File: config.mk
export PLATFORM = sky130hd
export DESIGN_NAME = issue_ctrl
export DESIGN_NICKNAME = d
export VERILOG_FILES = /design/src/rtl/issue_ctrl.sv
export SDC_FILE = /design/constraint.sdc
export NUM_CORES = 1
export LEC_CHECK = 0
export CELL_PAD_IN_SITES_DETAIL_PLACEMENT = 1
export CELL_PAD_IN_SITES_GLOBAL_PLACEMENT = 2
export CORE_ASPECT_RATIO = 0.75
export CORE_MARGIN = 2
export CORE_UTILIZATION = 30
export CTS_CLUSTER_DIAMETER = 120
export DETAILED_ROUTE_END_ITERATION = 12
export GPL_TIMING_DRIVEN = 0
export PLACE_DENSITY_LB_ADDON = 0.05
export SLEW_MARGIN = 10
export SYNTH_ARGS = -nofsm -noshare
export SYNTH_HDL_FRONTEND = slang
export SYNTH_SLANG_ARGS = --single-unit
export TNS_END_PERCENT = 10
File: constraint.sdc
create_clock -name clk -period 9.1 [get_ports clk]
set_input_delay 1.82 -clock clk [delete_from_list [all_inputs] [get_ports clk]]
set_output_delay 1.82 -clock clk [all_outputs]
set_load 0.01 [all_outputs]
File: src/rtl/issue_ctrl.sv
// Issue stage controller: holds one decoded instruction for execute, tracks
// outstanding load destinations in a scoreboard, stalls on RAW/WAW hazards
// against those loads, and blocks issue while a branch or jump is unresolved.
module issue_ctrl #(
    parameter int unsigned PAYLOAD_W = 64
) (
    input  logic                 clk,
    input  logic                 rst_n,

    input  logic                 in_valid,
    output logic                 in_ready,
    input  logic [PAYLOAD_W-1:0] in_payload,
    input  logic [4:0]           rs1_addr,
    input  logic [4:0]           rs2_addr,
    input  logic [4:0]           rd_addr,
    input  logic                 uses_rs1,
    input  logic                 uses_rs2,
    input  logic                 reg_write_en,
    input  logic                 mem_read,
    input  logic                 branch,
    input  logic                 jump,

    output logic                 out_valid,
    input  logic                 out_ready,
    output logic [PAYLOAD_W-1:0] out_payload,

    input  logic                 wb_valid,
    input  logic [4:0]           wb_rd,

    input  logic                 resolve_i,
    input  logic                 flush_i,

    output logic [31:0]          pending_o,
    output logic                 state_o,
    output logic [15:0]          stall_cnt_o
);

    typedef enum logic [0:0] {
        StRun    = 1'b0,
        StWaitBr = 1'b1
    } state_e;

    state_e                 state_q;
    logic                   out_valid_q;
    logic [PAYLOAD_W-1:0]   out_payload_q;
    logic [31:0]            pending_q, pending_d;
    logic [15:0]            stall_cnt_q;

    logic hazard;
    logic accept;
    logic stall;

    // Hazard check uses the registered scoreboard only; a writeback this cycle
    // does not release a waiting instruction until the following cycle.
    always_comb begin
        hazard = (uses_rs1     & pending_q[rs1_addr])
               | (uses_rs2     & pending_q[rs2_addr])
               | (reg_write_en & pending_q[rd_addr]);
        in_ready = (state_q == StRun) & ~flush_i & ~hazard & (~out_valid_q | out_ready);
        accept   = in_valid & in_ready;
        stall    = in_valid & ~in_ready;
    end

    // Scoreboard next state: clear on writeback, then set on load accept so a
    // same-cycle set wins; x0 never becomes pending.
    always_comb begin
        pending_d = pending_q;
        if (wb_valid) begin
            pending_d[wb_rd] = 1'b0;
        end
        if (accept && mem_read && reg_write_en && (rd_addr != 5'd0)) begin
            pending_d[rd_addr] = 1'b1;
        end
        pending_d[0] = 1'b0;
    end

    // Issue register: flush cannot coincide with accept since in_ready is low.
    always_ff @(posedge clk or negedge rst_n) begin
        if (!rst_n) begin
            out_valid_q   <= 1'b0;
            out_payload_q <= '0;
        end else if (accept) begin
            out_valid_q   <= 1'b1;
            out_payload_q <= in_payload;
        end else if (flush_i || out_ready) begin
            out_valid_q   <= 1'b0;
        end
    end

    // Branch-wait FSM: flush redirects back to RUN unconditionally.
    always_ff @(posedge clk or negedge rst_n) begin
        if (!rst_n) begin
            state_q <= StRun;
        end else if (flush_i) begin
            state_q <= StRun;
        end else begin
            unique case (state_q)
                StRun: begin
                    if (accept && (branch || jump)) begin
                        state_q <= StWaitBr;
                    end
                end
                StWaitBr: begin
                    if (resolve_i) begin
                        state_q <= StRun;
                    end
                end
                default: state_q <= StRun;
            endcase
        end
    end

    // Scoreboard register; flush leaves it alone because loads still return.
    always_ff @(posedge clk or negedge rst_n) begin
        if (!rst_n) begin
            pending_q <= '0;
        end else begin
            pending_q <= pending_d;
        end
    end

    // Saturating count of cycles an offered instruction was held back.
    always_ff @(posedge clk or negedge rst_n) begin
        if (!rst_n) begin
            stall_cnt_q <= '0;
        end else if (stall && (stall_cnt_q != 16'hFFFF)) begin
            stall_cnt_q <= stall_cnt_q + 16'd1;
        end
    end

    assign out_valid   = out_valid_q;
    assign out_payload = out_payload_q;
    assign pending_o   = pending_q;
    assign state_o     = (state_q == StWaitBr);
    assign stall_cnt_o = stall_cnt_q;

endmodule
# After elaboration in Yosys (flattened, before gate mapping)

Cells that the tools add are included.

Input bits: 97
Bits in registers: 113
Logic and storage cells: 61
Output and inout port bits: 115

Bitwise logic cells: 19
Equal/unequal tests: 1
Order comparisons: 6
Reduce and logical (&&, ||, !) cells: 11
Multiplexer cells: 18
Add/subtract/negate cells: 1

Operators with widths:

| cell                                                                                 | count |
|---|---|
| 32-bit two-way mux                                                                   | 2 |
| 32-bit bitwise AND                                                                   | 1 |
| 32-bit NOT                                                                           | 1 |
| 32-bit OR                                                                            | 1 |
| 5-bit by 6-bit less-than comparator with 1-bit output (second input constant)        | 4 |
| 16-bit by 1-bit adder with 16-bit output (second input constant)                     | 1 |
| 16-bit inequality test (second input constant)                                       | 1 |
| 1-bit binary-select mux with 5-bit select                                            | 3 |
| 1-bit demux with 5-bit select                                                        | 2 |
| 5-bit by 1-bit greater-or-equal comparator with 1-bit output (second input constant) | 2 |
| 1-bit two-way mux                                                                    | 10 |
| 1-bit bitwise AND                                                                    | 8 |
| 1-bit logical AND                                                                    | 7 |
| 1-bit NOT                                                                            | 5 |
| 5-bit nonzero test                                                                   | 1 |
| 1-bit OR                                                                             | 3 |
| 1-bit logical OR                                                                     | 2 |
| 1-bit one-hot mux with 2 select lines                                                | 1 |
| 2-bit nonzero test                                                                   | 1 |

# Logic depth before layout (Yosys ltp)

Gate-level depths: netlist of the first run.

Word-level depth: 13
Gate-level depth with buffers: 12
Gate-level depth less buffers: 7

# Least setup slack after synthesis of the first run

No wires, ideal clock.

Path kind: input-to-output
Start point: input port rs2_addr[0]
End point: output port in_ready
Data required time: 7,280 ps
Setup slack: 3,759 ps
Buffers on the path: 1
Stages: 6
Arrival: 3,521 ps
Cells stage by stage: buf_2 > mux4_2 > a22oi_1 > nor2b_1 > o41a_1 > nor3_1

Longest elaborated chain between the ends: 8

RTL lines:

| item                                      | RTL line | source |
|---|---|---|
| from (decl)                               | 14       | `input logic [4:0] rs2_addr,` |
| 1-bit binary-select mux with 5-bit select | 57       | `\| (uses_rs2 & pending_q[rs2_addr])` |
| 1-bit two-way mux (not written as such)   | 57       |  |
| 1-bit bitwise AND                         | 57       |  |
| 1-bit OR                                  | 57       |  |
| 1-bit OR                                  | 58       | `\| (reg_write_en & pending_q[rd_addr]);` |
| 1-bit NOT                                 | 59       | `in_ready = (state_q == StRun) & ~flush_i & ~hazard & (~out_valid_q \| out_ready);` |
| 1-bit bitwise AND (2 in a row)            | 59       |  |
| to (decl)                                 | 11       | `output logic in_ready,` |

No other way between the ends. The select of a mux whose other input is x is not followed.

# Final worst setup path of the first run

Start point: input port rd_addr[4]
End point: output port in_ready

Longest elaborated chain between the ends: 7

RTL lines:

| item                                      | RTL line | source |
|---|---|---|
| from (decl)                               | 15       | `input logic [4:0] rd_addr,` |
| 1-bit binary-select mux with 5-bit select | 58       |  |
| 1-bit two-way mux (not written as such)   | 58       |  |
| 1-bit bitwise AND                         | 58       |  |
| 1-bit OR                                  | 58       |  |
| 1-bit NOT                                 | 59       |  |
| 1-bit bitwise AND (2 in a row)            | 59       |  |

No other way between the ends. The select of a mux whose other input is x is not followed.

==> results of run 1 <==
[worst min-delay path by stage]
stage | to | slack (ns)
final | stall_cnt_o[6] | 0.49
after floorplan | stall_cnt_o[6] | 0.51
after detailed placement | stall_cnt_o[6] | 0.48
after CTS | stall_cnt_o[6] | 0.49
after global placement | stall_cnt_o[6] | 0.47
after global routing | out_payload[56] | 0.51
[sequential cells by signal (all words and copies together), names as in the netlist]
| register | count |
|---|---|
| out_payload | 64 |
| out_valid | 1 |
| state_o | 1 |
| pending_o | 31 |
| stall_cnt_o | 16 |
[kinds of logic after synthesis]
group,after synthesis
mux,99
compound gates,81
flops,113
other cells,1
simple gates,87
fa+ha+maj,1
xor+xnor,14
buf+inv,36
[cell type report]
| class | count | area [sq um] |
|---|---|---|
| multi-input cells | 283 | 2429 |
| clock buffers | 18 | 439.2 |
| flip-flops and latches | 113 | 2828 |
| well taps | 242 | 302.8 |
| clock inverters | 14 | 131.4 |
| fillers | 1879 | 9334 |
| repair buffers | 205 | 2071 |
| plain buffers | 26 | 137.6 |
| inverters | 10 | 37.54 |
[Yosys cell counts, drive strengths merged (10+ instances only)]
cell,instances,area share (%)
nor2,14,0.97
o31ai,13,1.8
buf,17,1.9
o21ai,48,4.4
dfrtp,113,52
nand3,10,0.92
nand2,18,1.2
mux4,17,7.0
mux2,68,14
inv,10,0.69
mux2i,14,2.6
[worst reg2reg max path: cells and delay by family, from the launching register on]
kind | cells | cell delay (ns)
multiplexers | 2 | 0.85
AO/OA/AOI/OAI | 2 | 0.64
flip-flops | 1 | 0.48
buffers and inverters | 3 | 0.87
AND/OR/NAND/NOR | 2 | 0.65
[metrics by stage]
step | std cells | worst slack [ns] | utilization, %
detailed placement | 879 | 2.459 | 44.07
global placement | 878 | 1.645 | 43.91
global route | 911 | 2.300 | 47.29
finish | 911 | 2.455 | 47.29
floorplan | 432 | 3.759 | -
CTS | 911 | 2.422 | 47.29
[power breakdown]
group	total, W	internal (W)	switching, W
combinational	0.000506	0.000310	0.000196
clock	0.000636	0.000386	0.000251
sequential	0.000681	0.000604	0.0000774
total	0.00182	0.00130	0.000524
[routing by layer]
metal | GRT usage [%] | up-vias | routed length, um
met1 | 28.49 | 2338 | 8755
met3 | 5.249 | 14 | 1321
li1 | - | 2061 | -
met4 | 5.114 | 0 | 167
met5 | 0 | - | 0
met2 | 32.58 | 167 | 9051
==> impl_metrics.csv, run 1 <==
group,metric,value,unit
clock_tree,cts_hold_buffers,0,
setup_path,crit_arrival,4.83,ns
finish,mostFrequentLayoutCell,"clkdlybuf4s50_1",
clock_tree,h-tree-depth,4,
setup_path,crit_type,"in -> out",
finish,diodes,0,
clock_tree,clk_latency,0.41,ns
clock_tree,cts-root-buf,"clkbuf_16",
route,drt_iter0_markers,256,
setup_path,cp_top_family,"buffers and inverters",
synthesis,synthesis.instances,432,
worst_hold_path,hp-class,"reg -> reg",
clock_tree,post_cts_resized,0,
finish,nets,754,
setup_path,path_depth,8,
setup_path,reg2reg_from,"pending_o[30]",
placement,io_buffers,204,
sta,finalCriticalPeriod,6.645,ns
pwr,peakVddDrop,0.0001098,V
outcome,status,"completed",
die,num_io_pins,212,
synthesis,synth_compound_area_share,9.330,%
die,die_x,159.4,um
die,die_area,19210,sq um
synthesis,synth-warning-count,0,
setup_path,reg2reg_to,"out_payload[32]",
clock_tree,cts_tree,"done",
synthesis,async_reset_ff_share,100.0,%
clock_tree,clk_pin_slew,0.06,ns
sta,clock_skew,0.007542,ns
setup_path,crit_slowest_cell,"clkdlybuf4s50_1",
synthesis,synth.distinct_cells,47,
grt,overflow,0,
synthesis,synth_top_family_by_area,"multiplexers",
die,start_util,30.67,%
flow_run,maxCapViolations,0,
clock_tree,clock_sinks,113,
grt,grt_pass1_wl,29660,um
setup_path,worst-path-buf-inv,3,
setup_path,timing.critical_path.from,"rd_addr[4]",
setup_path,required,7.28,ns
sta,setup_viol,0,
route,drt-pass1-iter-count,4,
setup_path,crit_end,"in_ready",
route,wl_per_cell,21.18,um
clock_tree,clk_path_buf_depth,2,
synthesis,synthSimpleGateAreaFrac,9.099,%
finish,final_cell_mix,"clkdlybuf4s50_1, dfrtp_1, mux2_2",
grt,grt_pass1_vias,4917,
setup_path,critPathCaptureType,"primary output",
setup_path,path_cells,"clkdlybuf4s50_1 > clkbuf_1 > mux4_2 > a32oi_1 > o41ai_1 > o32a_1 > nor3_1 > clkdlybuf4s50_1",
pwr,total_power,0.001824,W
die,fp-row-count,42,
synthesis,synth_fp_nets,530,
sta,fmax,150.5,MHz
route,ant_nets,0,
setup_path,startpoint_type,"primary input",
synthesis,ys.flop_type,"dfrtp_1",
grt,antenna_found_initial,0,
sta,timing.final.hold_violations,0,
synthesis,synth_edf_count,0,
worst_hold_path,hold_start,"stall_cnt_o[6]",
grt,grt_max_degree,60,
setup_path,crit_path_frequent_cell,"clkdlybuf4s50_1",
setup_path,cp_slowest_stage_delay,0.63,ns
pwr,powerDensity,217.7,nW/um^2
sta,worst_slew_pin_slew,0.8381,ns
placement,dpl_cell_area,7805,sq um
synthesis,avgSynthCellArea,12.57,sq um
finish,layout-drive-gt1-share,20.48,%
grt,grt_use_total,20.62,%
sta,period_share,73.02,%
route,drc_errors,0,
clock_tree,cts_inserted_buffers,17,
placement,gp_congestion,0.7985,
sta,maxSlewViolCount,0,
synthesis,ys_seq_area_share,52.06,%
setup_path,crit_fanout,10,
setup_path,rrSetupSlack,5.51,ns
finish,syn_to_final_growth,54.20,%
synthesis,synthAdderAreaFrac,0.2304,%
clock_tree,post_cts_buffers,0,
route,vias_per_cell,5.027,
sta,rsz0062_at_grt,"false",
sta,holdWs,0.4871,ns
route,routed_wl,19300,um
die,die_h,120.5,um
pwr,p_leak,3.396,nW
synthesis,muxShareOfSynthArea,23.73,%
synthesis,synth_area,5431,sq um
setup_path,r2r_cells,9,
sta,slew_headroom,43.65,%
synthesis,synth-xor-area-share,2.258,%
placement,hpwl,14810,um
finish,fin_area,8376,sq um
route,num_vias,4580,
die,coreArea,17710,sq um
synthesis,ys_seq_elements,113,
worst_hold_path,min_path_cells,1,
sta,tns,0,ns
Power figures use the tool's default switching activity.
==> run 2, diff against run 1 <==
Settings changed: CORE_UTILIZATION 30 to 28.
Clock period 9.1 ns to 6.5 ns, I/O delays scaled along.
==> impl_metrics.csv, run 2 (synthesis gave the netlist of run 1 again) <==
group,metric,value,unit
sta,rsz0062_at_grt,"false",
die,die_x,164.8,um
setup_path,startpoint_type,"primary input",
clock_tree,cts_hold_buffers,0,
die,die_area,20540,sq um
clock_tree,post_cts_buffers,0,
setup_path,crit_type,"in -> out",
clock_tree,post_cts_resized,0,
placement,dpl_cell_area,7819,sq um
finish,nets,754,
setup_path,timing.critical_path.from,"rd_addr[4]",
sta,clock_skew,0.01003,ns
sta,finalCriticalPeriod,5.738,ns
setup_path,reg2reg_from,"pending_o[10]",
pwr,peakVddDrop,0.0001380,V
setup_path,required,5.20,ns
route,wl_per_cell,20.59,um
grt,grt_pass1_vias,4867,
worst_hold_path,min_path_cells,1,
grt,grt_max_degree,68,
sta,worst_slew_pin_slew,0.8452,ns
pwr,powerDensity,317.5,nW/um^2
sta,setup_viol,0,
clock_tree,clock_sinks,113,
setup_path,r2r_cells,9,
grt,grt_use_total,19.08,%
grt,grt_pass1_wl,29020,um
die,start_util,28.35,%
finish,layout-drive-gt1-share,20.48,%
setup_path,crit_arrival,4.44,ns
die,coreArea,19160,sq um
die,num_io_pins,212,
clock_tree,cts_tree,"done",
route,num_vias,4536,
die,fp-row-count,44,
pwr,p_leak,3.422,nW
clock_tree,clk_path_buf_depth,2,
finish,syn_to_final_growth,55.82,%
finish,fin_area,8463,sq um
setup_path,reg2reg_to,"out_payload[26]",
finish,fillCellCount,2031,
route,vias_per_cell,4.920,
clock_tree,h-tree-depth,4,
sta,fmax,174.3,MHz
finish,final_cell_mix,"clkdlybuf4s50_1, dfrtp_1, mux2_2",
grt,overflow,0,
sta,tns,0,ns
setup_path,crit_end,"in_ready",
sta,period_share,88.28,%
placement,pre_cts_slack,0.7915,ns
finish,diodes,0,
clock_tree,clk_latency,0.43,ns
placement,hpwl,14330,um
placement,io_buffers,204,
sta,timing.final.hold_violations,0,
setup_path,critPathCaptureType,"primary output",
finish,mostFrequentLayoutCell,"clkdlybuf4s50_1",
route,ant_nets,0,
route,routed_wl,18990,um
sta,slew_headroom,43.17,%
grt,antenna_found_initial,0,
outcome,status,"completed",
finish,largest_reg_flops,64,
die,die_h,124.6,um
setup_path,crit_fanout,10,
worst_hold_path,hp-class,"reg -> reg",
placement,gp_congestion,0.7599,
route,drc_errors,0,
clock_tree,cts-root-buf,"clkbuf_16",
sta,maxSlewViolCount,0,
flow_run,maxCapViolations,0,
route,drt-pass1-iter-count,4,
route,drt_iter0_markers,154,
sta,timing.final.ws_setup,0.7620,ns
clock_tree,cts_inserted_buffers,17,
setup_path,rrSetupSlack,2.89,ns
pwr,total_power,0.002687,W
clock_tree,clk_pin_slew,0.06,ns
## run 2: power by group
group          leakage [nW]  switching, W  internal [W]
logic                  1.72      0.000277      0.000434
clock network         0.308      0.000364      0.000657
registers              1.40      0.000109      0.000846
## run 2: layer usage
metal | share of wire, % | track usage [%] | wire length (um) | up-vias
li1 | - | - | - | 2055
met5 | 0 | 0 | 0 | -
met3 | 9.3 | 6.427 | 1771 | 22
met2 | 45 | 28.65 | 8580 | 159
met1 | 44 | 26.14 | 8401 | 2300
met4 | 1.2 | 5.524 | 235 | 0
## run 2: worst min path at each step
stage	endpoint	startpoint
floorplan	stall_cnt_o[6]	stall_cnt_o[6]
global placement	stall_cnt_o[4]	stall_cnt_o[4]
detailed placement	stall_cnt_o[15]	stall_cnt_o[15]
CTS	stall_cnt_o[15]	stall_cnt_o[15]
global route	out_payload[19]	out_payload[19]
finish	stall_cnt_o[15]	stall_cnt_o[15]
## run 2: area by class of cell
cell class | instances | area, sq um | share of cell area [%]
Sequential cell | 113 | 2828 | 33.41
Multi-Input combinational cell | 283 | 2429 | 28.70
Timing Repair Buffer | 205 | 2071 | 24.47
Tap cell | 253 | 316.6 | 3.740
Inverter | 10 | 37.54 | 0.4435
Clock buffer | 18 | 439.2 | 5.189
Buffer | 26 | 137.6 | 1.626
Clock inverter | 14 | 205.2 | 2.425
## run 2: per-stage QoR
stage	hold slack, ns	utilization [%]	std cells
finish	0.4916	44.17	922
global route	0.5157	44.17	922
CTS	0.4985	44.17	922
detailed placement	0.4823	40.81	890
global placement	0.4840	40.66	889
floorplan	0.5150	-	432
## run 2: critical path: stages
cell,delay (ns)
clkdlybuf4s50_1,0.54
clkbuf_1,0.47
mux4_2,0.44
a32oi_1,0.22
o41ai_1,0.10
o32a_1,0.41
nor3_1,0.33
clkdlybuf4s50_1,0.62
==> run 3, diff against run 2 <==
Settings changed: ABC_AREA set to 1, CORE_UTILIZATION 28 to 24, GPL_ROUTABILITY_DRIVEN set to 0.
==> impl_metrics.csv, run 3 <==
group,metric,value,unit
grt,grt_pass1_wl,39760,um
synthesis,yosys-top-cells-count,"nand2_1, dfrtp_1, nand3_1",
sta,setup_viol,0,
synthesis,synth-xor-area-share,1.865,%
route,routed_wl,25880,um
finish,mostFrequentLayoutCell,"nand2_1",
synthesis,avgSynthCellArea,7.049,sq um
placement,hpwl,19620,um
clock_tree,cts_hold_buffers,0,
setup_path,cp_top_family,"buffers and inverters",
finish,nets,1192,
pwr,powerDensity,284.0,nW/um^2
synthesis,synth.distinct_cells,26,
pwr,swShare,30.61,%
setup_path,crit_fanout,10,
clock_tree,cts_inserted_buffers,17,
sta,worst_slew_pin_slew,0.6271,ns
route,wl_per_cell,17.91,um
sta,slew_headroom,58.19,%
synthesis,synthAdderAreaFrac,0.2050,%
sta,tns,0,ns
clock_tree,clk_latency,0.43,ns
pwr,peakVddDrop,0.0001675,V
sta,finalCriticalPeriod,5.366,ns
synthesis,synth_compound_area_share,4.694,%
clock_tree,clk_pin_slew,0.06,ns
synthesis,synthesis.instances,866,
placement,dpl_cell_area,8638,sq um
route,ant_nets,0,
sta,maxSlewViolCount,0,
pwr,cellInternalPower,0.001828,W
pwr,power.share.clock,39.0,%
sta,holdWs,0.4668,ns
sta,rsz0062_at_grt,"false",
pwr,comb_power_share,25.7,%
route,num_vias,6519,
setup_path,crit_type,"in -> out",
setup_path,cp_slowest_stage_delay,0.56,ns
die,die_h,142.1,um
die,num_io_pins,212,
synthesis,ys_seq_area_share,46.32,%
clock_tree,post_cts_buffers,0,
synthesis,muxShareOfSynthArea,0,%
die,die_area,26740,sq um
worst_hold_path,hp-class,"reg -> reg",
placement,dp_cells,1413,
route,drt-pass1-iter-count,4,
setup_path,critPathCaptureType,"primary output",
finish,largest_reg_flops,64,
clock_tree,clk_path_buf_depth,2,
setup_path,path_cells,"clkdlybuf4s50_1 > buf_2 > o21ai_0 > nand2_1 > nand2_1 > nand2_1 > nand2_1 > nor2_1 > nand2_1 > nand2_1 > nand2_1 > inv_2 > nand3_1 > buf_4 > inv_2 > clkdlybuf4s50_1",
synthesis,synth-warning-count,0,
placement,pre_cts_slack,1.179,ns
sta,clock_skew,0.008685,ns
pwr,p_seq_share,35.2,%
setup_path,crit_arrival,4.07,ns
synthesis,synth_most_common_cell,"nand2_1",
route,vias_per_cell,4.511,
clock_tree,clock_sinks,113,
finish,layout-drive-gt1-share,6.323,%
grt,grt_max_degree,62,
sta,period_share,82.55,%
synthesis,synth_edf_count,0,
pwr,p_switching,0.0008061,W
sta,timing.final.ws_setup,1.134,ns
clock_tree,post_cts_resized,0,
finish,syn_to_final_growth,51.90,%
die,fp-row-count,50,
synthesis,yosysTopAreaCellShare,46.32,%
pwr,p_leak,4.475,nW
setup_path,required,5.20,ns
grt,grt_use_total,19.77,%
sta,fmax,186.4,MHz
setup_path,crit_slowest_cell,"clkdlybuf4s50_1",
synthesis,synth_area,6105,sq um
synthesis,synth_top_family_by_area,"simple AND/OR/NAND/NOR gates",
route,drt_iter0_markers,328,
synthesis,synthSimpleGateAreaFrac,39.50,%
synthesis,netlist_top_cells_area,"dfrtp_1, nand2_1, nand3_1",
outcome,status,"completed",
flow_run,maxCapViolations,0,
finish,diodes,0,
finish,final_cell_mix,"nand2_1, clkdlybuf4s50_1, dfrtp_1",
grt,antenna_found_initial,0,
synthesis,async_reset_ff_share,100.0,%
synthesis,synth_fp_nets,964,
synthesis,ys_seq_elements,113,
sta,timing.final.hold_violations,0,
synthesis,ys.flop_type,"dfrtp_1",
setup_path,worst-path-buf-inv,6,
clock_tree,cts-root-buf,"clkbuf_16",
setup_path,startpoint_type,"primary input",
finish,fin_area,9273,sq um
die,coreArea,24960,sq um
finish,instances_no_fill,1445,
clock_tree,cts_tree,"done",
grt,grt_pass1_vias,6612,
synthesis,synth_top_cell_by_area,"dfrtp_1",
placement,io_buffers,208,
die,die_x,188.2,um
clock_tree,h-tree-depth,4,
grt,overflow,0,
setup_path,crit_path_frequent_cell,"nand2_1",
die,start_util,24.46,%
route,drc_errors,0,
-- run 3: cell count changes after synthesis, sizes merged, moves of 21 or more --
cell	before	now
nand4	0	21
mux2	68	0
inv	10	55
nand2	18	395
nand3	10	96
nor2	14	62
-- run 3: worst reg2reg max path, cell delays in order, from the launching register on --
cell and delay [ns]:
dfrtp_1 0.48, ha_1 0.26, inv_1 0.08, nor2_1 0.29, nand3_1 0.18, nor3_1 0.21
nand4_1 0.35, nand3_1 0.37, buf_2 0.29, nand2_1 0.08, nand2_1 0.06
-- run 3: final cells by class --
class                   count  area (sq um)
well taps                 338         422.9
repair buffers            209          2111
multi-input cells         658          2828
flip-flops and latches    113          2828
clock buffers              17         425.4
fillers                  3049         15690
clock inverters            15         209.0
plain buffers              39         239.0
inverters                  56         210.2
-- run 3: cells by family (layout without fill, tap and decap cells) --
group           Yosys count  after routing
simple gates            590            590
flops                   113            113
buf+inv                  95            336
compound gates           53             53
xor+xnor                 13             13
fa+ha+maj                 1              1
other cells               1              1
-- run 3: routing by layer --
layer | wire length, um | vias to the layer above | GRT usage [%]
met3 | 2131 | 27 | 6.114
met4 | 413 | 0 | 5.678
met1 | 12890 | 3085 | 28.87
met5 | 0 | - | 0
met2 | 10440 | 197 | 27.71
li1 | - | 3210 | -
-- run 3: final timing paths --
kind                                       from               to  slack (ns)  cells past startpoint
worst max register to register   stall_cnt_o[0]  stall_cnt_o[11]        3.79                     10
max in group asynchronous                 rst_n  out_payload[24]        4.94                      2
worst min register to register  out_payload[45]  out_payload[45]        0.47                      2
worst max-delay path                 rd_addr[0]         in_ready        1.13                     16
worst min-delay path            out_payload[45]  out_payload[45]        0.47                      2
min in group asynchronous                 rst_n  out_payload[11]        0.82                      1
-- run 3: power by group through the flow --
stage	Sequential, W	Clock (W)	Combinational (W)
global route	0.000950	0.00109	0.000748
finish	0.000928	0.00103	0.000678
floorplan	0.000979	0	0.000206
detailed placement	0.000938	0	0.000688
CTS	0.000930	0.00106	0.000691
global placement	0.000936	0	0.000683
-- run 3: stage by stage --
stage / util [%] / power, W
final: 37.15 / 0.002634
after global placement: 34.49 / 0.001619
after floorplan: - / 0.001185
after CTS: 37.15 / 0.002680
after global routing: 37.15 / 0.002789
after detailed placement: 34.61 / 0.001626
